[src/rtl/vram_seq_pkg.sv]
// Shared types and address-split helpers for the bitmap VRAM sequencer.
package vram_seq_pkg;

  typedef enum logic [2:0] {
    S_IDLE     = 3'd0,
    S_ROW      = 3'd1,
    S_COL      = 3'd2,
    S_DATA     = 3'd3,
    S_PRE      = 3'd4,
    S_REF_ROW  = 3'd5,
    S_REF_HOLD = 3'd6
  } state_t;

  typedef enum logic {
    REQ_VID = 1'b0,
    REQ_CPU = 1'b1
  } req_id_t;

  // 14-bit word address: upper 8 bits select the row, lower 6 the column.
  localparam int unsigned ROW_MSB = 13;
  localparam int unsigned ROW_LSB = 6;
  localparam int unsigned COL_MSB = 5;
  localparam int unsigned COL_LSB = 0;

  function automatic logic [7:0] row_of(input logic [13:0] addr);
    return addr[ROW_MSB:ROW_LSB];
  endfunction

  // TMS4416 column address lives on A1..A6; A0 and A7 are unused.
  function automatic logic [7:0] col_of(input logic [13:0] addr);
    return {1'b0, addr[COL_MSB:COL_LSB], 1'b0};
  endfunction

endpackage

[src/rtl/vram_refresh_timer.sv]
// Refresh period counter, pending/overrun flags and RAS-only refresh row pointer.
module vram_refresh_timer #(
  parameter int unsigned REFRESH_PERIOD = 128
) (
  input  logic       clk,
  input  logic       clr_n,
  input  logic       ref_grant,
  input  logic       ref_done,
  output logic       ref_pend,
  output logic       ref_overrun,
  output logic [7:0] ref_row
);

  localparam int unsigned CW = (REFRESH_PERIOD > 2) ? $clog2(REFRESH_PERIOD) : 1;
  localparam logic [CW-1:0] LAST = CW'(REFRESH_PERIOD - 1);

  logic [CW-1:0] cnt;
  logic          wrap;

  assign wrap = (cnt == LAST);

  // Free-running period counter; a wrap that coincides with a grant re-arms ref_pend.
  always_ff @(posedge clk or negedge clr_n) begin
    if (!clr_n) begin
      cnt         <= '0;
      ref_pend    <= 1'b0;
      ref_overrun <= 1'b0;
      ref_row     <= '0;
    end else begin
      cnt <= wrap ? '0 : cnt + 1'b1;
      if (wrap) begin
        ref_pend <= 1'b1;
        if (ref_pend) ref_overrun <= 1'b1;
      end else if (ref_grant) begin
        ref_pend <= 1'b0;
      end
      if (ref_done) ref_row <= ref_row + 8'd1;
    end
  end

endmodule

[src/rtl/vram_sequencer.sv]
// Arbitrates the TMS4416 bitmap bank between CPU, video fetch and refresh,
// and drives registered RAS/CAS/G/W strobes with the multiplexed address.
module vram_sequencer
  import vram_seq_pkg::*;
#(
  parameter int unsigned REFRESH_PERIOD = 128,
  parameter int unsigned CPU_STARVE_MAX = 2
) (
  input  logic        clk,
  input  logic        clr_n,
  input  logic        cpu_req,
  input  logic        cpu_we,
  input  logic [13:0] cpu_addr,
  input  logic [3:0]  cpu_din,
  output logic        cpu_ack,
  output logic [3:0]  cpu_rdata,
  input  logic        vid_req,
  input  logic [13:0] vid_addr,
  output logic        vid_ack,
  output logic [3:0]  vid_rdata,
  output logic        dram_rasn,
  output logic        dram_casn,
  output logic        dram_gn,
  output logic        dram_wn,
  output logic [7:0]  dram_a,
  output logic [3:0]  dram_din,
  input  logic [3:0]  dram_dout,
  output logic        busy,
  output logic        ref_overrun
);

  localparam int unsigned SW = $clog2(CPU_STARVE_MAX + 2);
  localparam logic [SW-1:0] STARVE_LIM = SW'(CPU_STARVE_MAX);

  state_t        state, state_n;
  logic [13:0]   addr_q, addr_n;
  logic          we_q, we_n;
  logic [3:0]    din_q, din_n;
  req_id_t       id_q, id_n;
  logic [SW-1:0] starve_q, starve_n;

  logic          ref_pend, ref_grant, ref_done;
  logic [7:0]    ref_row;

  logic          row_active, col_active;
  logic [7:0]    a_n;

  vram_refresh_timer #(
    .REFRESH_PERIOD(REFRESH_PERIOD)
  ) u_refresh (
    .clk        (clk),
    .clr_n      (clr_n),
    .ref_grant  (ref_grant),
    .ref_done   (ref_done),
    .ref_pend   (ref_pend),
    .ref_overrun(ref_overrun),
    .ref_row    (ref_row)
  );

  assign busy = (state != S_IDLE);

  // Next-state, arbitration and grant-time latching of the request fields.
  always_comb begin
    state_n   = state;
    addr_n    = addr_q;
    we_n      = we_q;
    din_n     = din_q;
    id_n      = id_q;
    starve_n  = starve_q;
    ref_grant = 1'b0;
    ref_done  = 1'b0;
    case (state)
      S_IDLE: begin
        if (ref_pend) begin
          state_n   = S_REF_ROW;
          ref_grant = 1'b1;
        end else if (vid_req && !(cpu_req && (starve_q >= STARVE_LIM))) begin
          state_n  = S_ROW;
          id_n     = REQ_VID;
          addr_n   = vid_addr;
          we_n     = 1'b0;
          // Only video grants made over a waiting CPU count toward starvation.
          starve_n = cpu_req ? starve_q + 1'b1 : '0;
        end else if (cpu_req) begin
          state_n  = S_ROW;
          id_n     = REQ_CPU;
          addr_n   = cpu_addr;
          we_n     = cpu_we;
          din_n    = cpu_din;
          starve_n = '0;
        end
      end
      S_ROW:      state_n = S_COL;
      S_COL:      state_n = S_DATA;
      S_DATA:     state_n = S_PRE;
      S_PRE:      state_n = S_IDLE;
      S_REF_ROW:  state_n = S_REF_HOLD;
      S_REF_HOLD: begin
        state_n  = S_PRE;
        ref_done = 1'b1;
      end
      default:    state_n = S_IDLE;
    endcase
  end

  // State and latched request registers.
  always_ff @(posedge clk or negedge clr_n) begin
    if (!clr_n) begin
      state    <= S_IDLE;
      addr_q   <= '0;
      we_q     <= 1'b0;
      din_q    <= '0;
      id_q     <= REQ_VID;
      starve_q <= '0;
    end else begin
      state    <= state_n;
      addr_q   <= addr_n;
      we_q     <= we_n;
      din_q    <= din_n;
      id_q     <= id_n;
      starve_q <= starve_n;
    end
  end

  // Strobe and address decode from the upcoming state, so outputs are glitch-free registers.
  always_comb begin
    row_active = (state_n inside {S_ROW, S_COL, S_DATA, S_REF_ROW, S_REF_HOLD});
    col_active = (state_n inside {S_COL, S_DATA});
    case (state_n)
      S_ROW:                 a_n = row_of(addr_n);
      S_COL, S_DATA:         a_n = col_of(addr_n);
      S_REF_ROW, S_REF_HOLD: a_n = ref_row;
      default:               a_n = '0;
    endcase
  end

  // Registered DRAM-side outputs.
  always_ff @(posedge clk or negedge clr_n) begin
    if (!clr_n) begin
      dram_rasn <= 1'b1;
      dram_casn <= 1'b1;
      dram_gn   <= 1'b1;
      dram_wn   <= 1'b1;
      dram_a    <= '0;
      dram_din  <= '0;
    end else begin
      dram_rasn <= !row_active;
      dram_casn <= !col_active;
      dram_gn   <= !(col_active && !we_n);
      dram_wn   <= !(col_active && we_n);
      dram_a    <= a_n;
      dram_din  <= din_n;
    end
  end

  // Completion: ack the granted port for the PRE cycle and capture read data.
  always_ff @(posedge clk or negedge clr_n) begin
    if (!clr_n) begin
      cpu_ack   <= 1'b0;
      vid_ack   <= 1'b0;
      cpu_rdata <= '0;
      vid_rdata <= '0;
    end else begin
      cpu_ack <= (state == S_DATA) && (id_q == REQ_CPU);
      vid_ack <= (state == S_DATA) && (id_q == REQ_VID);
      if ((state == S_DATA) && !we_q) begin
        if (id_q == REQ_CPU) cpu_rdata <= dram_dout;
        else                 vid_rdata <= dram_dout;
      end
    end
  end

endmodule

[config.mk]
export PLATFORM = sky130hd
export DESIGN_NAME = vram_sequencer
export DESIGN_NICKNAME = d
export VERILOG_FILES = /design/src/rtl/vram_seq_pkg.sv /design/src/rtl/vram_refresh_timer.sv /design/src/rtl/vram_sequencer.sv
export SDC_FILE = /design/constraint.sdc
export NUM_CORES = 1
export LEC_CHECK = 0
export ABC_AREA = 1
export CAP_MARGIN = 25
export CORE_AREA = 2 2 93 113
export CTS_CLUSTER_DIAMETER = 80
export DETAILED_ROUTE_END_ITERATION = 10
export DIE_AREA = 0 0 95 115
export SKIP_CTS_REPAIR_TIMING = 1
export SYNTH_ARGS = -nofsm -noshare
export SYNTH_HDL_FRONTEND = slang
export SYNTH_SLANG_ARGS = --single-unit
[constraint.sdc]
create_clock -name clk -period 1.7 [get_ports clk]
set_clock_uncertainty 0.2 [all_clocks]
set_input_delay 0.51 -clock clk [delete_from_list [all_inputs] [get_ports clk]]
set_output_delay 0.51 -clock clk [all_outputs]
set_load 0.1 [all_outputs]
== After elaboration in Yosys (flattened, before gate mapping) ==
Index checks and enable logic that the tools add are counted.

* Add/subtract/negate cells: 3
* Multiply operators: 0
* Div/mod/pow operators: 0
* $lt $le $gt $ge: 1
* Eq/ne operators: 11
* Shift operators: 0
* Multiplexer cells: 24
* Bitwise operators: 3
* Reductions and logical operators: 28

{| class="wikitable"
|+ Operator list
! cell !! number
|-
| $mux 14 || 4
|-
| $pmux 8 s3 || 1
|-
| $pmux 3 s5 || 1
|-
| $eq 3x2->1 const B || 4
|-
| $eq 3x3->1 const B || 4
|-
| $mux 1 || 11
|-
| $mux 3 || 3
|-
| $add 8x1->8 const B || 1
|-
| $add 7x1->7 const B || 1
|-
| $eq 7x7->1 const B || 1
|-
| $logic_and 1x1->1 || 7
|-
| $logic_not 1->1 || 7
|-
| $mux 7 || 1
|-
| $eq 3x1->1 const B || 2
|-
| $mux 2 || 3
|-
| $reduce_and 2->1 || 3
|-
| $reduce_bool 2->1 || 3
|-
| $reduce_or 2->1 || 3
|-
| $reduce_bool 5->1 || 1
|-
| $reduce_and 4->1 || 1
|-
| $logic_not 3->1 || 1
|-
| $not 1->1 || 3
|-
| $reduce_and 3->1 || 1
|-
| $reduce_bool 3->1 || 1
|-
| other kinds (2) || 2
|}

* Register bits after elaboration: 64
* Bits in latches: 0
* Memory bits (writable): 0
* Memory bits (read-only): 0
* Input port bits: 41
* Output and inout bits: 28
* Word-level logic and storage cells: 89
* Memories: 0

== Longest topological paths before layout ==
Gate-level depths: netlist (run 1).

* Depth in word-level cells: 11
* Depth in mapped cells: 9
* Mapped depth without buffers: 8

== Modules after synthesis ==
Synthesis (run 1) repeated with hierarchy kept, for this count alone.

* Cell total of the unflattened synthesis: 310
* Area total of the unflattened synthesis: 2,752.6 µm²

{| class="wikitable"
|+ Modules (own cells, without submodules)
! module !! instances !! cells an instance !! area an instance (µm²) !! seq. area each (µm²)
|-
| vram_sequencer || 1 || 226 || 1,983.2 || 980.9
|-
| vram_refresh_timer || 1 || 84 || 769.5 || 425.4
|}

== Least setup slack after synthesis (run 1) ==
No wires, ideal clock.

* Path kind: register to output
* Start point: reg state[2]
* End point: out busy
* Arrival time: 1.225 ns
* Data required time: 0.990 ns
* Slack: -0.235 ns
* Cell stages (with the launch flop): 5
* Path buffers: 0
* Path through: dfrtp_1 inv_2 nand2_4 nor2_4 inv_1

* Longest elaborated chain between the ends: 1

{| class="wikitable"
|+ RTL lines
! element !! RTL line !! text
|-
| from (decl) || vram_sequencer.sv:35 || <nowiki>state_t state, state_n;</nowiki>
|-
| from (signal assigned) || vram_sequencer.sv:116 || <nowiki>state <= state_n;</nowiki>
|-
| $reduce_bool 3->1 || vram_sequencer.sv:60 || <nowiki>assign busy = (state != S_IDLE);</nowiki>
|-
| to (decl) || vram_sequencer.sv:28 || <nowiki>output logic busy,</nowiki>
|}

Every way passes these cells.

== Worst setup path after layout (run 1) ==
* Start point: reg state[0]
* End point: out busy

The elaborated chain is that of the path after synthesis.

==> results.toml, run 1 <==
[worst_setup_path]
r2r_setup_slack_ps = -30
criticalPathCategory = "reg2out"
end_kind = "output pin"
crit_path_max_incr_delay_ps = 390
worst_ep_arrival_time_ps = 1270
path_max_fanout = 3
worst-endpoint-required_ps = 990
startpoint_type = "flop"
slowest_stage = "dfrtp_1"
crit_path_cell_trace = "inv_2 -> nand2_4 -> nor2_4 -> clkinvlp_4 -> buf_12"

[synthesis]
syn-num-nets = 361
syn-instance-count = 317
ys_types = 32
yosysSeqAreaShare_pct = 55.2
yosysWarnings = 0
synth_seq_cells = 64
syn-cell-area_sq_mm = 0.00291
syn_avg_cell_area_sq_um = 9.17

[die]
initial_utilization_pct = 29.5
io_pins = 69
dieHeight_um = 115
num_rows = 40
die_area_sq_mm = 0.0109
fp.dieW_um = 95
core_area_sq_mm = 0.00986

[global_routing]
first_global_vias = 2523
grt-ovfl-total = 0
grt_pass1_wl_um = 12300
grt_start_max_net_pins = 65
grt_usage_pct = 14.7
grt_antenna_before_repair = 0

[power_and_ir_drop]
p_leak_uw = 0.00222
p_per_area_mw_per_mm2 = 2210
peakVddDrop_v = 0.000979
p_total_uw = 10300

[sta]
rsz0062_at_grt = "yes"
fin_ws_ps = -283
min_period_over_period_pct = 117
tns_ps = -528
hold_viol = 3
fmax_ghz = 0.504
worst_pin_slew_ps = 338
hold_ws_ps = -1.75
period_minus_slack_ps = 1980
slew_headroom_pct = 77.4
slew_viol_final = 0
finalSetupViolations = 9

[clocking]
cts-root-buf = "clkbuf_16"
insertion_delay_ps = 320
numCtsBuffers = 9
cts.path.max_buffers = 2
cts_tree = "done"
cts_sinks = 64
clk_pin_slew_worst_paths_ps = 50
htree_levels = 3

[min_path]
worstHoldPathType = "in2async"

[route]
totalWireLength_um = 7510
firstDrtPassIters = 5
drtIter0Drc = 143
wire_per_inst_um = 13.7
drc = 0
vias = 2491
ant_nets = 0
via_per_inst = 4.55

[place]
place_congestion = 0.822
hpwl_um = 5420
place_area_sq_mm = 0.00418
pre_cts_ws_ps = -539
portBuffers = 68
dp_cells = 525

[cells_and_area]
final_area_sq_mm = 0.00465
syn_to_final_growth_pct = 59.8
drive_gt1_share_pct = 27.3
instances_no_fill = 548
fin_nets = 461
n_antenna_cell = 0
n_fill_cell = 888

[status]
violations = "negative hold slack, negative setup slack"
status = "finished with violations"

[job]
maxCapViolCount = 0
==> cell usage in the layout, fill, tap and decap left out, types with 4 or more instances in the layout <==
master	count
clkbuf_16	9
nand4_1	19
and3_1	8
buf_4	24
dfstp_2	4
xor2_1	7
nand3_2	7
nand2_1	63
inv_1	33
nand2_2	6
buf_12	32
dfrtp_1	59
nor2_1	20
nand3b_1	4
inv_2	4
nand3_1	29
o21ai_0	9
xnor2_1	5
clkdlybuf4s50_1	37
==> synth_stat cells (all sizes together) <==
master | instances | area (sq um)
o22ai | 1 | 6.26
nand3 | 36 | 185
inv | 39 | 146
dfrtp | 60 | 1500
xnor2 | 5 | 43.8
clkbuf | 1 | 3.75
a21oi | 3 | 15.0
or2 | 1 | 6.26
ha | 3 | 37.5
nor3 | 2 | 20.0
mux2 | 1 | 11.3
nand2 | 71 | 279
nor2 | 26 | 128
nand3b | 4 | 30.0
and3 | 8 | 50.1
a21o | 1 | 7.51
buf | 9 | 68.8
clkinv | 1 | 3.75
dfstp | 4 | 105
xor2 | 7 | 61.3
nand4 | 19 | 119
o21ai | 15 | 78.8
==> flip-flops by register name (all words and copies together), names as in the netlist, 2 cells and up <==
signal             count
dram_a                 8
vid_rdata              4
u_refresh.cnt          7
state                  3
cpu_rdata              4
dram_din               4
starve_q               2
addr_q                14
u_refresh.ref_row      8
==> metal layers <==
layer	wire, um	up-vias	track usage [%]	share of wire (%)
met5	0	-	0	0
met4	81	0	5.51	1.1
met3	292	7	2.88	3.9
met2	3870	52	24.4	52
met1	3260	1198	18.9	43
li1	-	1234	-	-
==> where the power goes <==
group	leakage [uW]	internal (uW)	switching (uW)	total (uW)
clock	0.000156	1280	671	1960
sequential	0.000785	2120	440	2560
combinational	0.00128	2190	3570	5760
==> cells by family (layout without fill, tap and decap cells) <==
| family | Yosys count | in the layout | synth area share (%) |
|---|---|---|---|
| AO/OA/AOI/OAI | 20 | 20 | 3.70 |
| buffers and inverters | 50 | 155 | 7.66 |
| adder cells (fa/ha/maj) | 3 | 3 | 1.29 |
| XOR/XNOR | 12 | 12 | 3.61 |
| flip-flops | 64 | 64 | 55.2 |
| multiplexers | 1 | 1 | 0.387 |
| AND/OR/NAND/NOR | 167 | 167 | 28.1 |
==> area by class of cell <==
cell class              instances  area, sq um  area share, %
clock buffers                   9          225           4.85
clock inverters                 7         95.1           2.05
inverters                      40          161           3.47
multi-input cells             203         1140           24.6
flip-flops and latches         64         1610           34.6
well taps                     126          158           3.39
repair buffers                 98         1250           26.9
repair inverters                1         6.26          0.135
==> metrics by stage <==
step           utilization (%)  hold WS (ps)
5_1_grt                   47.1          29.1
2_1_floorplan                -          14.4
6_report                  47.1         -1.75
3_5_place_dp              42.4           258
3_3_place_gp              42.4           250
4_1_cts                   45.7          12.7
==> worst paths after layout <==
path / startpoint / to / cells after the start
max reg2reg: state[0]$_DFF_PN0_ / dram_a[6]$_DFF_PN0_ / 11
max in group asynchronous: clr_n / dram_rasn$_DFF_PN1_ / 2
min reg2reg: u_refresh.cnt[0]$_DFF_PN0_ / u_refresh.cnt[0]$_DFF_PN0_ / 1
min in group clk: u_refresh.cnt[0]$_DFF_PN0_ / u_refresh.cnt[0]$_DFF_PN0_ / 1
max: state[0]$_DFF_PN0_ / busy / 5
min: clr_n / cpu_rdata[0]$_DFFE_PN0P_ / 2
==> worst max-delay path, delay by kind of cell (launching register included) <==
kind                   cells  cell delay [ps]
flip-flops                 1              390
buffers and inverters      3              370
AND/OR/NAND/NOR            2              180
(Power assumes the default switching activity.)
==> run 2: changes to the inputs <==
- CAP_MARGIN: 25 -> not set
==> results of run 2 <==
Final layout, timing and power as in run 1 (identical DEF).
==> run 3: changes to the inputs <==
- CTS_CLUSTER_DIAMETER: 80 -> 40
- SLEW_MARGIN: not set -> 15
==> results of run 3 <==
Final layout, timing and power as in run 1 (identical DEF).
